File: config.mk
export PLATFORM = sky130hd
export DESIGN_NAME = fxp_mul_pipe
export DESIGN_NICKNAME = d
export VERILOG_FILES = /design/src/rtl/fxp_pkg.sv /design/src/rtl/fxp_sat.sv /design/src/rtl/fxp_mul_pipe.sv
export SDC_FILE = /design/constraint.sdc
export NUM_CORES = 2
export LEC_CHECK = 0
export ABC_AREA = 1
export CAP_MARGIN = 20
export CORE_AREA = 2 2 419 255
export CTS_CLUSTER_DIAMETER = 40
export DETAILED_ROUTE_END_ITERATION = 16
export DIE_AREA = 0 0 421 257
export GPL_TIMING_DRIVEN = 1
export MAX_ROUTING_LAYER = met4
export PLACE_DENSITY = 0.45
export SLEW_MARGIN = 20
export SYNTH_ARGS = -nofsm -noshare
export SYNTH_HDL_FRONTEND = slang
export SYNTH_SLANG_ARGS = --single-unit
File: constraint.sdc
create_clock -name clock -period 8.2 [get_ports clock]
set_input_delay 1.64 -clock clock [delete_from_list [all_inputs] [get_ports clock]]
set_output_delay 1.64 -clock clock [all_outputs]
set_load 0.03 [all_outputs]
File: src/rtl/fxp_pkg.sv
// fxp_pkg: shared fixed-point constants and helpers.
//   RND_FLOOR / RND_ZERO / RND_HALF_UP : rounding mode selectors
//   FXP_WIDTH_DEF / FXP_FRAC_DEF       : default word width and fraction bits
//   fxp_round_shift(product, frac, mode): rounds a wide signed product and
//     arithmetically shifts it right by frac. It works on a 128-bit container
//     so that any product up to 2*64 bits can be passed in sign-extended.
package fxp_pkg;

  localparam int RND_FLOOR   = 0;
  localparam int RND_ZERO    = 1;
  localparam int RND_HALF_UP = 2;

  localparam int FXP_WIDTH_DEF = 32;
  localparam int FXP_FRAC_DEF  = 10;

  localparam int FXP_PROD_MAX_W = 128;
  typedef logic signed [FXP_PROD_MAX_W-1:0] fxp_wide_t;

  function automatic fxp_wide_t fxp_round_shift(input fxp_wide_t product,
                                                input int        frac,
                                                input int        mode);
    fxp_wide_t bias;
    bias = '0;
    // With no fraction bits there is nothing to round away.
    if (frac > 0) begin
      if (mode == RND_ZERO && product[FXP_PROD_MAX_W-1])
        bias = (fxp_wide_t'(1) <<< frac) - fxp_wide_t'(1);
      else if (mode == RND_HALF_UP)
        bias = fxp_wide_t'(1) <<< (frac - 1);
    end
    return (product + bias) >>> frac;
  endfunction

endpackage

File: src/rtl/fxp_sat.sv
// fxp_sat: clamps a rounded/shifted 2*WIDTH-bit value into WIDTH bits.
//   value : rounded and shifted product (two's complement, 2*WIDTH bits)
//   data  : value if it fits, otherwise the nearest WIDTH-bit bound
//   ovf   : 1 when value did not fit in WIDTH bits
module fxp_sat
  import fxp_pkg::*;
#(
  parameter int WIDTH = FXP_WIDTH_DEF
) (
  input  logic [2*WIDTH-1:0] value,
  output logic [WIDTH-1:0]   data,
  output logic               ovf
);

  logic [WIDTH:0] upper;
  assign upper = value[2*WIDTH-1:WIDTH-1];

  always_comb begin
    data = value[WIDTH-1:0];
    ovf  = 1'b0;
    // The value fits exactly when all bits above the result sign bit
    // replicate it.
    if (!((&upper) || (~|upper))) begin
      ovf  = 1'b1;
      data = value[2*WIDTH-1] ? {1'b1, {(WIDTH-1){1'b0}}}
                              : {1'b0, {(WIDTH-1){1'b1}}};
    end
  end

endmodule

File: src/rtl/fxp_mul_pipe.sv
// fxp_mul_pipe: three-stage signed fixed-point multiplier with valid/ready
// handshake and a per-sample channel tag.
//   clock, reset_n        : rising-edge clock, asynchronous active-low reset
//   in_valid/in_ready     : operand handshake (in_ready is combinational)
//   in_a, in_b            : signed Q(WIDTH-FRAC).FRAC operands
//   in_tag                : channel tag, travels with its sample
//   out_valid/out_ready   : result handshake
//   out_data, out_tag     : signed product in the operand format and its tag
//   out_ovf               : saturation flag
// Build option: define FXP_MUL_SAT_EN to saturate results that do not fit in
// WIDTH bits (and raise out_ovf); otherwise results wrap and out_ovf is 0.
module fxp_mul_pipe
  import fxp_pkg::*;
#(
  parameter int WIDTH      = FXP_WIDTH_DEF,
  parameter int FRAC       = FXP_FRAC_DEF,
  parameter int ROUND_MODE = RND_FLOOR,
  parameter int TAG_W      = 2
) (
  input  logic             clock,
  input  logic             reset_n,
  input  logic             in_valid,
  output logic             in_ready,
  input  logic [WIDTH-1:0] in_a,
  input  logic [WIDTH-1:0] in_b,
  input  logic [TAG_W-1:0] in_tag,
  output logic             out_valid,
  input  logic             out_ready,
  output logic [WIDTH-1:0] out_data,
  output logic [TAG_W-1:0] out_tag,
  output logic             out_ovf
);

  typedef logic signed [2*WIDTH-1:0] prod_t;
  typedef logic signed [WIDTH-1:0]   word_t;

  function automatic prod_t round_shift(input prod_t p);
    return prod_t'(fxp_round_shift(fxp_wide_t'(p), FRAC, ROUND_MODE));
  endfunction

  logic             adv;
  word_t            a_p0, b_p0;
  logic [TAG_W-1:0] tag_p0, tag_p1, tag_p2;
  logic             vld_p0, vld_p1, vld_p2;
  prod_t            prod_p1;
  word_t            data_p2;
  logic             ovf_p2;
  word_t            res_p1;
  logic             ovf_res_p1;

  // The whole pipe moves as one; a stalled output freezes every stage.
  assign adv      = !vld_p2 || out_ready;
  assign in_ready = adv;

  // ---- S3 combinational: round, shift, then wrap or saturate ----
`ifdef FXP_MUL_SAT_EN
  prod_t rnd_p1;
  assign rnd_p1 = round_shift(prod_p1);

  fxp_sat #(.WIDTH(WIDTH)) u_sat (
    .value (rnd_p1),
    .data  (res_p1),
    .ovf   (ovf_res_p1)
  );
`else
  assign res_p1     = word_t'(round_shift(prod_p1));
  assign ovf_res_p1 = 1'b0;
`endif

  // Valid bits and the visible output registers are reset; internal data
  // registers only load alongside a valid sample.
  always_ff @(posedge clock or negedge reset_n) begin
    if (!reset_n) begin
      vld_p0  <= 1'b0;
      vld_p1  <= 1'b0;
      vld_p2  <= 1'b0;
      data_p2 <= '0;
      tag_p2  <= '0;
      ovf_p2  <= 1'b0;
    end else if (adv) begin
      vld_p0 <= in_valid;
      vld_p1 <= vld_p0;
      vld_p2 <= vld_p1;
      // ---- S3 register: output ----
      if (vld_p1) begin
        data_p2 <= res_p1;
        tag_p2  <= tag_p1;
        ovf_p2  <= ovf_res_p1;
      end
    end
  end

  always_ff @(posedge clock) begin
    if (adv) begin
      // ---- S1 register: operands and tag ----
      if (in_valid) begin
        a_p0   <= word_t'(in_a);
        b_p0   <= word_t'(in_b);
        tag_p0 <= in_tag;
      end
      // ---- S2 register: full-width product ----
      if (vld_p0) begin
        prod_p1 <= prod_t'(a_p0) * prod_t'(b_p0);
        tag_p1  <= tag_p0;
      end
    end
  end

  assign out_valid = vld_p2;
  assign out_data  = data_p2;
  assign out_tag   = tag_p2;
  assign out_ovf   = ovf_p2;

endmodule

After elaboration in Yosys (flattened, before gate mapping) --
Cells that the tools add are included.
Cells by class: reductions and logical operators 5, multiply operators 1
Operator list (count):
- multiplier 32 x 32 -> 42 bit | 1
- AND reduction 2 bit | 3
- logical NOT 1 bit | 1
- logical OR 1 bit | 1
Word-level totals: output and inout bits 37, bits of input ports 70, bits in registers 147, word-level logic and storage cells 16

Longest topological paths before layout --
depth in word-level cells 3, gate-level depth with buffers 36, gate-level depth less buffers 34

Worst setup path before layout --
No wires, ideal clock.
path kind register to register, start reg a_p0[12], end reg prod_p1[41], data pin, data required time 7948 ps, clock period less this slack 6622 ps, setup time 252 ps, path buffers 2, cell stages (with the launch flop) 29, data arrival time 6370 ps, path slack 1578 ps, cells stage by stage edfxtp_1 > clkbuf_1 > clkbuf_1 > nand2_1 > inv_1 > fa_1 > inv_1 > fa_1 > fa_1 > fa_1 > fa_1 > inv_1 > fa_1 > fa_1 > inv_1 > fa_1 > inv_1 > ha_1 > nand2_1 > nor2_2 > inv_1 > nor4_2 > nand3_1 > nand3_1 > nand2_1 > nand2_1 > inv_1 > nand2_1 > nand2_1
Between the ends: longest elaborated chain between the ends 1
Ends and longest elaborated chain:
- start: declaration | line fxp_mul_pipe.sv:42 | word_t a_p0, b_p0;
- start signal: assignment | line fxp_mul_pipe.sv:97 | a_p0 <= word_t'(in_a);
- multiplier 32 x 32 -> 42 bit | line fxp_mul_pipe.sv:103 | prod_p1 <= prod_t'(a_p0) * prod_t'(b_p0);
- end signal: assignment | line fxp_mul_pipe.sv:103
- end: declaration | line fxp_mul_pipe.sv:45 | prod_t prod_p1;
No other way between the ends. A chain may end at the register's enable or synchronous reset.

Worst setup path in the final report --
start reg a_p0[5], end reg prod_p1[36], data pin
The elaborated chain is that of the path after synthesis.

==> Flow_metrics.wiki <==
{| class="wikitable"
! Metric !! Value
|-
| CP endpoint kind || flip-flop
|-
| Met3 Track Usage GR || 4.23%
|-
| Shortest clock period the worst path allows after layout || 7980 ps
|-
| Post-Synthesis Cell Area || 31100 um2
|-
| Final sum of negative setup slack || 0 ps
|-
| Cell Rows || 92
|-
| Gate family responsible for the most delay along the worst path || adder cells
|-
| Root buf cell || sky130_fd_sc_hd__clkbuf_16
|-
| Slew of the pin with the lowest slew margin || 1150 ps
|-
| Synthesized netlist net count || 4703
|-
| Setup crit start kind || flip-flop
|-
| Clock latency of the later-clocked register in the worst-skew pair || 520 ps
|-
| Routability Congestion || 0.965
|-
| Met1 track utilization from global routing || 30.4%
|-
| Placed cell area || 34600 um2
|-
| Required time of the worst setup path || 8460 ps
|-
| Yosys Warn Count || 0
|-
| Fraction of post-synthesis cell area in the top cell type by area || 44.7%
|-
| Post-route non-filler standard cell count || 5310
|-
| Beginning of the worst register-to-register path || a_p0[5]
|-
| Proportion of synthesized area in mux cells || 1.23%
|-
| Post-CTS Hold Fix Bufs || 0
|-
| Cell with the most instances after synthesis || sky130_fd_sc_hd__inv_1
|-
| Slew margin rel. || 23.1%
|-
| Number of nets with antenna violations after routing || 0
|-
| Post-synth ARST share || 27.0%
|-
| CTS tree || yes
|-
| Cell with the biggest individual delay on the critical path || sky130_fd_sc_hd__edfxtp_1
|-
| Clock sink total || 137
|-
| Number of DRC markers in iteration 0 || 1852
|-
| Routed length per placed instance || 18.7 um
|-
| Placeable core region || 104000 um2
|-
| Worst min-delay path category || reg2reg
|-
| Buffer count from post-CTS setup fixing || 0
|-
| Share of cells above drive strength 1 || 5.74%
|-
| Worst setup path start || a_p0[5]
|-
| Synth Area in Compound Gates || 2.00%
|-
| Fill count || 11050
|-
| Largest family of logic cells by synthesized area || adder cells
|-
| Cells taking the most area after synthesis || sky130_fd_sc_hd__fa_1, sky130_fd_sc_hd__inv_1, sky130_fd_sc_hd__nand2_1
|-
| Signed area change from the synthesized netlist to the final layout || 13.3%
|-
| CTS Buf Count || 17
|-
| Routed vias/inst || 4.24
|-
| Die boundary height || 257 um
|-
| Critical path's most frequent cell || sky130_fd_sc_hd__inv_1
|-
| Fraction of the mapped netlist area in adder cells || 51.0%
|-
| Number of antenna violations at the first check in global routing || 2
|-
| Post-CTS clock slew at the launch and capture registers of the worst setup and hold paths || 80 ps
|-
| Iteration count of the initial detailed-routing pass || 5
|-
| Initial core utilization || 29.8%
|-
| Maximum number of pins on one net before global-route repair || 52
|-
| Critical path class || reg2reg
|-
| Final critical-path share of the clock period || 97.3%
|-
| Sequential area share after synthesis || 12.6%
|-
| Final HPWL DP || 84100 um
|-
| Count of pins over their slew limit || 0
|-
| Sum of routed wire length over all layers || 99500 um
|-
| Worst Skew || 31.5 ps
|-
| Final hold vios || 0
|-
| Final Core Density || 33.8%
|-
| Leading register cell type out of synthesis || sky130_fd_sc_hd__edfxtp_1
|-
| Cell types with the highest counts after synthesis || sky130_fd_sc_hd__inv_1, sky130_fd_sc_hd__nand2_1, sky130_fd_sc_hd__fa_1, sky130_fd_sc_hd__ha_1, sky130_fd_sc_hd__clkbuf_1
|-
| Via count of the first global-routing pass || 24150
|-
| Fin area || 35200 um2
|-
| Largest area contributor in the netlist || sky130_fd_sc_hd__fa_1
|-
| CTS Buffer Depth || 2
|-
| Worst path arrival time || 8230 ps
|-
| Number of levels in the clock H-tree || 4
|-
| Global routing usage on met2 || 27.3%
|-
| Yosys cell types || 40
|-
| Synth Area per Inst || 8.22 um2
|-
| Gate Count Post-Synth || 3782
|-
| Count of maximum capacitance violations || 0
|-
| Crit path buffers/inverters || 9
|-
| Total global-route track usage || 19.9%
|-
| Synthesis-stage register bit count || 137
|-
| Number of placed I/O pins || 107
|-
| Outcome || finished clean
|-
| Total number of nets in the final design || 4808
|-
| Number of enable flip-flop cells after synthesis || 100
|-
| DRC viols || 0
|-
| Layer with the highest usage || met1
|-
| Width of the chip || 421 um
|-
| Unrepaired setup endpoints after global routing || no
|-
| Critical hold path startpoint || tag_p0[1]
|-
| CP peak stage delay || 1070 ps
|-
| Peak Freq || 125 MHz
|-
| DR vias || 22512
|-
| Grt total ovfl || 0
|-
| Post-synthesis xor/xnor area fraction || 1.07%
|-
| Inserted Diodes || 0
|-
| Count of buffers from port buffering || 105
|-
| Floorplan die area || 108000 um2
|-
| First-pass GRT wire length || 154000 um
|-
| Placed cell count || 5276
|-
| Number of gates given a new drive strength after cts || 0
|-
| Final setup viols || 0
|-
| Share of synthesized cell area in and, or, nand and nor gates || 14.1%
|-
| Biggest fanout along the worst timing path || 18
|}
## per-stage QoR
| stage | hold slack, ps | setup WS (ps) |
|---|---|---|
| 2_1_floorplan | 400 | 1580 |
| 4_1_cts | 423 | 473 |
| 6_report | 423 | 222 |
| 5_1_grt | 424 | 9.47 |
| 3_3_place_gp | 404 | 466 |
| 3_5_place_dp | 406 | 500 |
## cell families after synthesis
| logic type | after synthesis |
|---|---|
| flops | 137 |
| simple gates | 1129 |
| compound gates | 112 |
| buf+inv | 1480 |
| other cells | 1 |
| xor+xnor | 38 |
| mux | 34 |
| fa+ha+maj | 851 |
## cell type report
type | instances | area, um2 | share of cell area [%]
multi-input combinational | 2165 | 21600 | 61.3
inverter | 1319 | 4950 | 14.1
sequential | 137 | 3930 | 11.2
timing repair buffer | 247 | 2370 | 6.73
tap | 1410 | 1760 | 5.01
clock buffer | 21 | 504 | 1.43
clock inverter | 11 | 119 | 0.337
## worst reg2reg max path: cells and delay by family (launching register included)
kind,cells,cell delay (ps)
DFF,1,1070
AOI/OAI and AO/OA,3,700
buffers and inverters,9,970
and+or+nand+nor,7,730
adders and majority gates,9,4260
## per-layer routing
layer,vias up,share of wire [%]
li1,10610,-
met1,11298,51
met2,565,40
met3,39,7.6
met4,0,0.92
met5,-,0
## layout by cell type, fill, tap and decap left out, types with 34 or more instances in the layout
cell type	Yosys	final
sky130_fd_sc_hd__inv_1	1317	1316
sky130_fd_sc_hd__nand2_1	982	982
sky130_fd_sc_hd__fa_1	694	694
sky130_fd_sc_hd__ha_1	157	157
sky130_fd_sc_hd__buf_4	1	121
sky130_fd_sc_hd__clkdlybuf4s50_1	0	104
sky130_fd_sc_hd__edfxtp_1	100	100
sky130_fd_sc_hd__nor2_1	73	72
sky130_fd_sc_hd__a21oi_1	52	52
sky130_fd_sc_hd__nand3_1	44	44
sky130_fd_sc_hd__dfrtp_1	37	37
sky130_fd_sc_hd__mux2_2	34	34
## worst paths after layout
check	endpoint	slack, ps	depth (start not counted)
worst min-delay path	tag_p1[1]	420	0
worst max-delay path	prod_p1[36]	220	28
worst min register to register	tag_p1[1]	420	0
min in group asynchronous	out_data[3]	1250	1
max in group asynchronous	out_data[30]	6330	1
worst max register to register	prod_p1[36]	220	28
## state kept, by name, indices dropped and copies added, names as in the netlist, 2 cells and up
name / cells
out_tag: 2
b_p0: 32
prod_p1: 32
a_p0: 32
tag_p1: 2
out_data: 32
tag_p0: 2
Power is not shown: default switching activity piles up to over one toggle a cycle in this logic, so the estimate is an artifact.
